<file path="src/rtl/mem_bus_arbiter.sv">
// Two-requester (CPU/DMA) arbiter for a single shared memory port.
// Alternating tie-break, CPU bus lock for AMO sequences, and a mem_ready wait timeout.
module mem_bus_arbiter #(
    parameter int TIMEOUT_CYCLES = 255
) (
    input  logic        clk,
    input  logic        resetn,

    input  logic        cpu_valid,
    input  logic [31:0] cpu_addr,
    input  logic [31:0] cpu_wdata,
    input  logic [3:0]  cpu_wstrb,
    input  logic        cpu_lock,
    output logic [31:0] cpu_rdata,
    output logic        cpu_ready,
    output logic        cpu_fault,

    input  logic        dma_valid,
    input  logic [31:0] dma_addr,
    input  logic [31:0] dma_wdata,
    input  logic [3:0]  dma_wstrb,
    output logic [31:0] dma_rdata,
    output logic        dma_ready,
    output logic        dma_fault,

    output logic        mem_valid,
    output logic [31:0] mem_addr,
    output logic [31:0] mem_wdata,
    output logic [3:0]  mem_wstrb,
    input  logic [31:0] mem_rdata,
    input  logic        mem_ready
);

    typedef enum logic [1:0] {
        IDLE     = 2'd0,
        GNT_CPU  = 2'd1,
        GNT_DMA  = 2'd2,
        LOCK_CPU = 2'd3
    } state_t;

    localparam logic [15:0] LP_CNT_LAST = 16'(TIMEOUT_CYCLES - 1);

    state_t      r_state;
    state_t      w_state_nxt;
    logic        r_last_dma;
    logic        w_last_dma_nxt;
    logic [15:0] r_wait_cnt;
    logic        w_in_gnt;
    logic        w_timeout;

    assign w_in_gnt  = (r_state == GNT_CPU) || (r_state == GNT_DMA);
    assign w_timeout = w_in_gnt && !mem_ready && (r_wait_cnt == LP_CNT_LAST);

    // Counter is zero outside GNT, so every GNT entry starts from a cleared count.
    always_ff @(posedge clk or negedge resetn) begin
        if (!resetn) begin
            r_state    <= IDLE;
            r_last_dma <= 1'b1;
            r_wait_cnt <= '0;
        end else begin
            r_state    <= w_state_nxt;
            r_last_dma <= w_last_dma_nxt;
            if (w_in_gnt && !mem_ready && !w_timeout) begin
                r_wait_cnt <= r_wait_cnt + 16'd1;
            end else begin
                r_wait_cnt <= '0;
            end
        end
    end

    always_comb begin
        w_state_nxt    = r_state;
        w_last_dma_nxt = r_last_dma;
        mem_valid      = 1'b0;
        mem_addr       = '0;
        mem_wdata      = '0;
        mem_wstrb      = '0;
        cpu_rdata      = '0;
        cpu_ready      = 1'b0;
        cpu_fault      = 1'b0;
        dma_rdata      = '0;
        dma_ready      = 1'b0;
        dma_fault      = 1'b0;

        case (r_state)
            IDLE: begin
                if (cpu_valid && (!dma_valid || r_last_dma)) begin
                    w_state_nxt    = GNT_CPU;
                    w_last_dma_nxt = 1'b0;
                end else if (dma_valid) begin
                    w_state_nxt    = GNT_DMA;
                    w_last_dma_nxt = 1'b1;
                end
            end
            GNT_CPU: begin
                mem_valid = 1'b1;
                mem_addr  = cpu_addr;
                mem_wdata = cpu_wdata;
                mem_wstrb = cpu_wstrb;
                if (mem_ready) begin
                    cpu_ready   = 1'b1;
                    cpu_rdata   = mem_rdata;
                    w_state_nxt = cpu_lock ? LOCK_CPU : IDLE;
                end else if (w_timeout) begin
                    cpu_ready   = 1'b1;
                    cpu_fault   = 1'b1;
                    w_state_nxt = IDLE;
                end
            end
            GNT_DMA: begin
                mem_valid = 1'b1;
                mem_addr  = dma_addr;
                mem_wdata = dma_wdata;
                mem_wstrb = dma_wstrb;
                if (mem_ready) begin
                    dma_ready   = 1'b1;
                    dma_rdata   = mem_rdata;
                    w_state_nxt = IDLE;
                end else if (w_timeout) begin
                    dma_ready   = 1'b1;
                    dma_fault   = 1'b1;
                    w_state_nxt = IDLE;
                end
            end
            LOCK_CPU: begin
                // A pending CPU access wins over a lock release in the same cycle.
                if (cpu_valid) begin
                    w_state_nxt    = GNT_CPU;
                    w_last_dma_nxt = 1'b0;
                end else if (!cpu_lock) begin
                    w_state_nxt = IDLE;
                end
            end
            default: w_state_nxt = IDLE;
        endcase
    end

endmodule

</file>
<file path="config.mk">
export PLATFORM = sky130hd
export DESIGN_NAME = mem_bus_arbiter
export DESIGN_NICKNAME = d
export VERILOG_FILES = /design/src/rtl/mem_bus_arbiter.sv
export SDC_FILE = /design/constraint.sdc
export NUM_CORES = 1
export LEC_CHECK = 0
export ABC_AREA = 1
export BUFFER_PORTS_ARGS = -buffer_cell sky130_fd_sc_hd__buf_2
export CORE_AREA = 2 2 122 124
export DETAILED_ROUTE_END_ITERATION = 12
export DIE_AREA = 0 0 124 126
export GPL_ROUTABILITY_DRIVEN = 1
export PLACE_DENSITY_LB_ADDON = 0.3
export SLEW_MARGIN = 20
export SYNTH_ARGS = -nofsm -noshare
export SYNTH_HDL_FRONTEND = slang
export SYNTH_SLANG_ARGS = --single-unit
</file>
<file path="constraint.sdc">
create_clock -name clk -period 1.98 [get_ports clk]
set_input_delay 0.198 -clock clk [delete_from_list [all_inputs] [get_ports clk]]
set_output_delay 0.198 -clock clk [all_outputs]
set_load 0.005 [all_outputs]
</file>
==> results of run 1 <==
==> stage by stage <==
step	hold slack [ps]	std cells	setup slack, ps
global route	314	992	-10.2
CTS	279	991	19.7
detailed placement	165	979	182
floorplan	-97.6	502	320
finish	281	992	96.3
global placement	162	979	226
==> flip-flops by register name, indices dropped and copies added (netlist names) <==
| name | flops |
|---|---|
| r_last_dma | 1 |
| r_state | 2 |
| r_wait_cnt | 16 |
==> timing repair <==
item,CTS,global route
pin swaps,1,1
setup buffers,4,1
endpoints found under the hold margin,18,0
hold buffers,1,0
cloned,3,0
resized for setup,7,9
setup endpoints to repair,44,62
==> where the power goes <==
| part | total (mW) | internal, mW | switching (mW) | leakage (nW) |
|---|---|---|---|---|
| Clock | 0.417 | 0.274 | 0.143 | 0.0382 |
| Combinational | 4.35 | 1.92 | 2.43 | 2.41 |
| Sequential | 0.476 | 0.443 | 0.0326 | 0.257 |
| Total | 5.24 | 2.64 | 2.60 | 2.71 |
==> worst max-delay path, cell delays in order, from the launching register on <==
cell and delay [ps]:
dfrtp_1 390, inv_2 130, ha_4 190, clkinv_1 60, buf_4 240, nor3_1 250
buf_2 170
==> kinds of logic after synthesis <==
| group | synth area share |
|---|---|
| AOI/OAI and AO/OA | 0.160 |
| xor gates and xnor gates | 0.0198 |
| adders and majority gates | 0.0330 |
| buffers and inverters | 0.146 |
| DFF | 0.180 |
| and+or+nand+nor | 0.462 |
==> cells in the final DEF (no fill, tap or decap), types with 4 or more instances in the layout <==
| master | netlist | layout |
|---|---|---|
| nor2_2 | 7 | 7 |
| ha_1 | 7 | 4 |
| buf_12 | 0 | 4 |
| nor2_1 | 30 | 29 |
| inv_2 | 4 | 5 |
| nor3_1 | 67 | 67 |
| nand3_1 | 9 | 8 |
| buf_2 | 12 | 310 |
| dfrtp_1 | 18 | 17 |
| buf_4 | 0 | 17 |
| inv_1 | 54 | 52 |
| buf_6 | 1 | 4 |
| a21oi_1 | 77 | 77 |
| nand2_1 | 171 | 171 |
==> metal layers <==
| metal | global-route usage | wire length [µm] | share of wire | up-vias |
|---|---|---|---|---|
| met4 | 0.0443 | 363 | 0.026 | 2 |
| met2 | 0.303 | 7080 | 0.51 | 160 |
| met1 | 0.184 | 5290 | 0.38 | 1869 |
| li1 | - | - | - | 2208 |
| met3 | 0.0299 | 1180 | 0.085 | 20 |
| met5 | 0 | 7 | 0.00050 | - |
==> worst max-delay path by stage <==
stage,startpoint,end,slack (ps)
after floorplan,r_state[0],cpu_ready,320
after global placement,r_state[0],mem_wdata[22],230
after detailed placement,r_state[1],r_wait_cnt[14],180
after CTS,r_state[1],cpu_ready,20
after global routing,r_state[1],mem_wdata[6],-10
final,r_state[0],dma_rdata[22],100
==> cell type report <==
cell class / count / area, µm² / share of cell area
clock buffers: 4 / 78.8 / 0.0165
inverters: 60 / 230 / 0.0483
multi-input cells: 386 / 1840 / 0.386
flip-flops and latches: 19 / 478 / 0.100
well taps: 184 / 230 / 0.0483
repair buffers: 339 / 1910 / 0.401
==> impl_metrics.json, run 1 <==
{
  "hold_path.class": "primary input to flop",
  "portBuffers": 310,
  "cts_tree": "done",
  "start_util": 0.185,
  "die_w_um": 124,
  "clk_latency_ps": 250,
  "ff2ff_setup_slack_ps": 340,
  "antenna_found_initial": 1,
  "syn_avg_cell_area_um2": 5.29,
  "worst_hold_path.num_cells": 5,
  "cp.required_ps": 1780,
  "route.vias.total": 4259,
  "numCtsBuffers": 3,
  "core_area_um2": 14300,
  "postLayoutCoreUtil": 0.333,
  "drtAntennaViolNets": 0,
  "power.density_nw_per_um2": 1100,
  "drt_wl_total_um": 13900,
  "synth_top_area_frac": 0.242,
  "grt_pass1_vias": 3798,
  "min_period_over_period": 0.951,
  "viasPerCell": 4.29,
  "cts.clk_slew.worst_paths_ps": 60,
  "hold_viol": 0,
  "slew_violations": 0,
  "syn_nets": 683,
  "fp.dieH_um": 126,
  "cts_max_level": 1,
  "worstReg2RegEnd": "r_state[0]",
  "synth_area_leader_cell": "nand2_1",
  "min_to": "r_state[0]",
  "clk_path_buf_depth": 2,
  "synth_edf_count": 0,
  "ir_drop_mv": 0.506,
  "min-delay-start": "cpu_valid",
  "regToRegStartpoint": "r_state[1]",
  "dpl_cell_area_um2": 4480,
  "max_freq_ghz": 0.531,
  "crit_type": "flop to output port",
  "seq_area_frac_synth": 0.180,
  "grt_overflow": 0,
  "reg2reg_depth": 9,
  "hpwl_um": 10800,
  "fillers": 1597,
  "antenna_cells": 0,
  "status": "completed",
  "gp_congestion": 0.863,
  "finClkSkew_ps": 3.56,
  "crit_path_max_fanout": 34,
  "leakage_nw": 2.71,
  "power.total_mw": 5.24,
  "cap_violations": 0,
  "rows": 44,
  "syn_area_um2": 2660,
  "pin_count": 311,
  "drc": 0,
  "postSynth.asyncResetShare": 1.00,
  "synthTopCellsByCount": "nand2_1, a21oi_1, nor3_1",
  "die_area_um2": 15600,
  "worst_ep_arrival_time_ps": 1690,
  "slew_headroom": 0.621,
  "grtUsageTotal": 0.162,
  "synth_seq_cells": 19,
  "setup_viol": 0,
  "fin_tns_setup_ps": 0,
  "cts_root_buffer": "clkbuf_16",
  "ys_top_cells_by_area": "nand2_1, dfrtp_1, a21oi_1, nor3_1, inv_1",
  "syn_to_final_growth_pct": 79.7,
  "synth_most_common_cell": "nand2_1",
  "grt_first_pass_wirelength_um": 19900,
  "ys_types": 27,
  "dr.pass1.iters": 4,
  "drtIter0Drc": 206,
  "layout-drive-gt1-share": 0.452,
  "crit_path_end_kind": "output port",
  "nNetsFinal": 990,
  "synthCells": 502,
  "cts.sinks": 19,
  "min_period_ps": 1880,
  "synth_ff_type": "dfrtp_1",
  "grt_max_degree": 35,
  "final_cell_area_um2": 4770,
  "yosys_warnings": 0,
  "worst-slew-pin-transition_ps": 567,
  "start_kind": "flop",
  "wl_per_cell_um": 14.0
}
Power figures use the tool's default switching activity.
==> run 2, diff against run 1 <==
--- a/config.mk
+++ b/config.mk
@@ -11,8 +11,8 @@
 export DETAILED_ROUTE_END_ITERATION = 12
 export DIE_AREA = 0 0 124 126
 export GPL_ROUTABILITY_DRIVEN = 1
-export PLACE_DENSITY_LB_ADDON = 0.3
 export SLEW_MARGIN = 20
 export SYNTH_ARGS = -nofsm -noshare
 export SYNTH_HDL_FRONTEND = slang
 export SYNTH_SLANG_ARGS = --single-unit
+export TNS_END_PERCENT = 20
==> impl_metrics.json, run 2 (synthesis gave the netlist of run 1 again) <==
{
  "status": "completed",
  "dr.pass1.iters": 4,
  "final_common_cell": "buf_2",
  "drt_wl_total_um": 13300,
  "die_area_um2": 15600,
  "fin_tns_setup_ps": 0,
  "layout_common_cells": "buf_2, nand2_1, a21oi_1",
  "drtIter0Drc": 227,
  "slew_violations": 0,
  "grt_first_pass_wirelength_um": 18300,
  "layout-drive-gt1-share": 0.451,
  "portBuffers": 310,
  "viasPerCell": 4.23,
  "cp_common_cell": "buf_12",
  "cts_max_level": 1,
  "cap_violations": 0,
  "min_period_ps": 1890,
  "worst-path-stages": 7,
  "rows": 44,
  "crit_path_max_fanout": 22,
  "slew_headroom": 0.639,
  "core_area_um2": 14300,
  "grt_overflow": 0,
  "nNetsFinal": 981,
  "crit_path_end_kind": "output port",
  "leakage_nw": 2.66,
  "crit_chain": "inv_2 -> ha_4 -> buf_12 -> buf_12 -> nand2_1 -> a21oi_1 -> buf_2",
  "largest_reg_flops": 16,
  "wl_per_cell_um": 13.6,
  "crit_type": "flop to output port",
  "grtUsageTotal": 0.147,
  "grt_pass1_vias": 3464,
  "cp_num_buf_inv": 4,
  "start_kind": "flop",
  "finClkSkew_ps": 1.84,
  "cts_root_buffer": "clkbuf_16",
  "regMostFlops": "r_wait_cnt",
  "cts_tree": "done",
  "reg_top3": "r_wait_cnt: 16 flops, r_state: 2 flops, r_last_dma: 1 flops",
  "setup_viol": 0,
  "gp_congestion": 0.850,
  "worst-slew-pin-transition_ps": 541,
  "clk_latency_ps": 250,
  "grt_setup_unrepaired": "false",
  "cp.required_ps": 1780,
  "cts.clk_slew.worst_paths_ps": 50,
  "hpwl_um": 10500,
  "worst_hold_path.num_cells": 5,
  "drtAntennaViolNets": 0,
  "drc": 0,
  "max_freq_ghz": 0.528,
  "start_util": 0.185,
  "die_w_um": 124,
  "final_cells": 984,
  "syn_to_final_growth_pct": 77.5,
  "hold_viol": 0,
  "ir_drop_mv": 0.414,
  "cpPeakStageDelay_ps": 400,
  "worst_ep_arrival_time_ps": 1690,
  "grt_max_degree": 62,
  "pin_count": 311,
  "critPathTopFamily": "buffers and inverters",
  "antenna_found_initial": 1,
  "power.density_nw_per_um2": 1060,
  "clk_path_buf_depth": 2,
  "hold_path.class": "primary input to flop",
  "fp.dieH_um": 126,
  "crit_path_top_delay_cell": "dfrtp_2",
  "route.vias.total": 4158,
  "numCtsBuffers": 3,
  "reg2reg_depth": 13,
  "place_inst": 972,
  "cts.sinks": 19,
  "min_period_over_period": 0.956
}
run 2: changes by cell type in the layout (fill, tap and decap cells not counted), moves of 2 or more:
| cell | previous run | this run |
|---|---|---|
| buf_4 | 17 | 9 |
| buf_12 | 4 | 7 |
| buf_6 | 4 | 1 |
| bufbuf_16 | 3 | 1 |
| nor3_1 | 67 | 65 |
| nor3_2 | 1 | 3 |
run 2: routing by layer:
layer	up-vias	global-route usage	share of wire
met2	137	0.267	0.50
met4	0	0.0178	0.0067
met1	1824	0.189	0.42
met3	6	0.0186	0.070
met5	-	0	0
li1	2191	-	-
run 2: report_power, final:
part / switching, mW / total (mW) / internal [mW]
clock: 0.146 / 0.420 / 0.274
combinational: 2.38 / 4.11 / 1.74
sequential: 0.0322 / 0.477 / 0.444
run 2: metrics by stage:
stage                     total power, mW   util  hold slack (ps)  setup slack, ps  cell area (µm²)
after detailed placement             4.24  0.312              171              183             4470
after global routing                 5.52  0.329              303             2.25             4710
final                                5.01  0.329              304             87.8             4710
after CTS                            4.86  0.324              284             25.2             4640
after global placement               4.26  0.312              168              179             4470
after floorplan                      2.48      -            -97.6              320             2660
run 2: final timing paths:
path	startpoint	to	slack (ps)
worst max-delay path	r_state[1]	mem_wdata[12]	90
worst min-delay path	cpu_valid	r_state[0]	300
worst max register to register	r_wait_cnt[0]	r_state[0]	310
worst min register to register	r_last_dma	r_last_dma	500
max in group asynchronous	resetn	r_state[0]	1220
min in group asynchronous	resetn	r_wait_cnt[4]	420
run 2: final cells by class:
type / instances / area [µm²]
Inverter: 60 / 228
Sequential cell: 19 / 479
Clock buffer: 4 / 78.8
Timing Repair Buffer: 330 / 1840
Multi-Input combinational cell: 386 / 1860
Tap cell: 184 / 230
Fill cell: 1595 / 9600
Antenna cell: 1 / 2.50
run 2: repair_timing:
| item | in CTS | in global routing |
|---|---|---|
| pin swaps | 1 | 1 |
| hold buffers | 1 | 0 |
| cloned | 1 | 1 |
| hold endpoints to repair | 18 | 0 |
| gates resized for setup | 6 | 9 |
| setup buffers | 3 | 1 |
| endpoints found under the setup margin | 42 | 55 |
run 2: worst reg2reg max path: stages, from the launching register on:
cell     delay, ps
dfrtp_1        420
inv_1           70
ha_1           140
nand2_1         50
inv_1           50
nand2_1         80
nor2_4         110
nand3_2        140
buf_4          170
buf_4          120
nand2_1         60
nand2_1         40
nand2_1         60
nand2_1         40
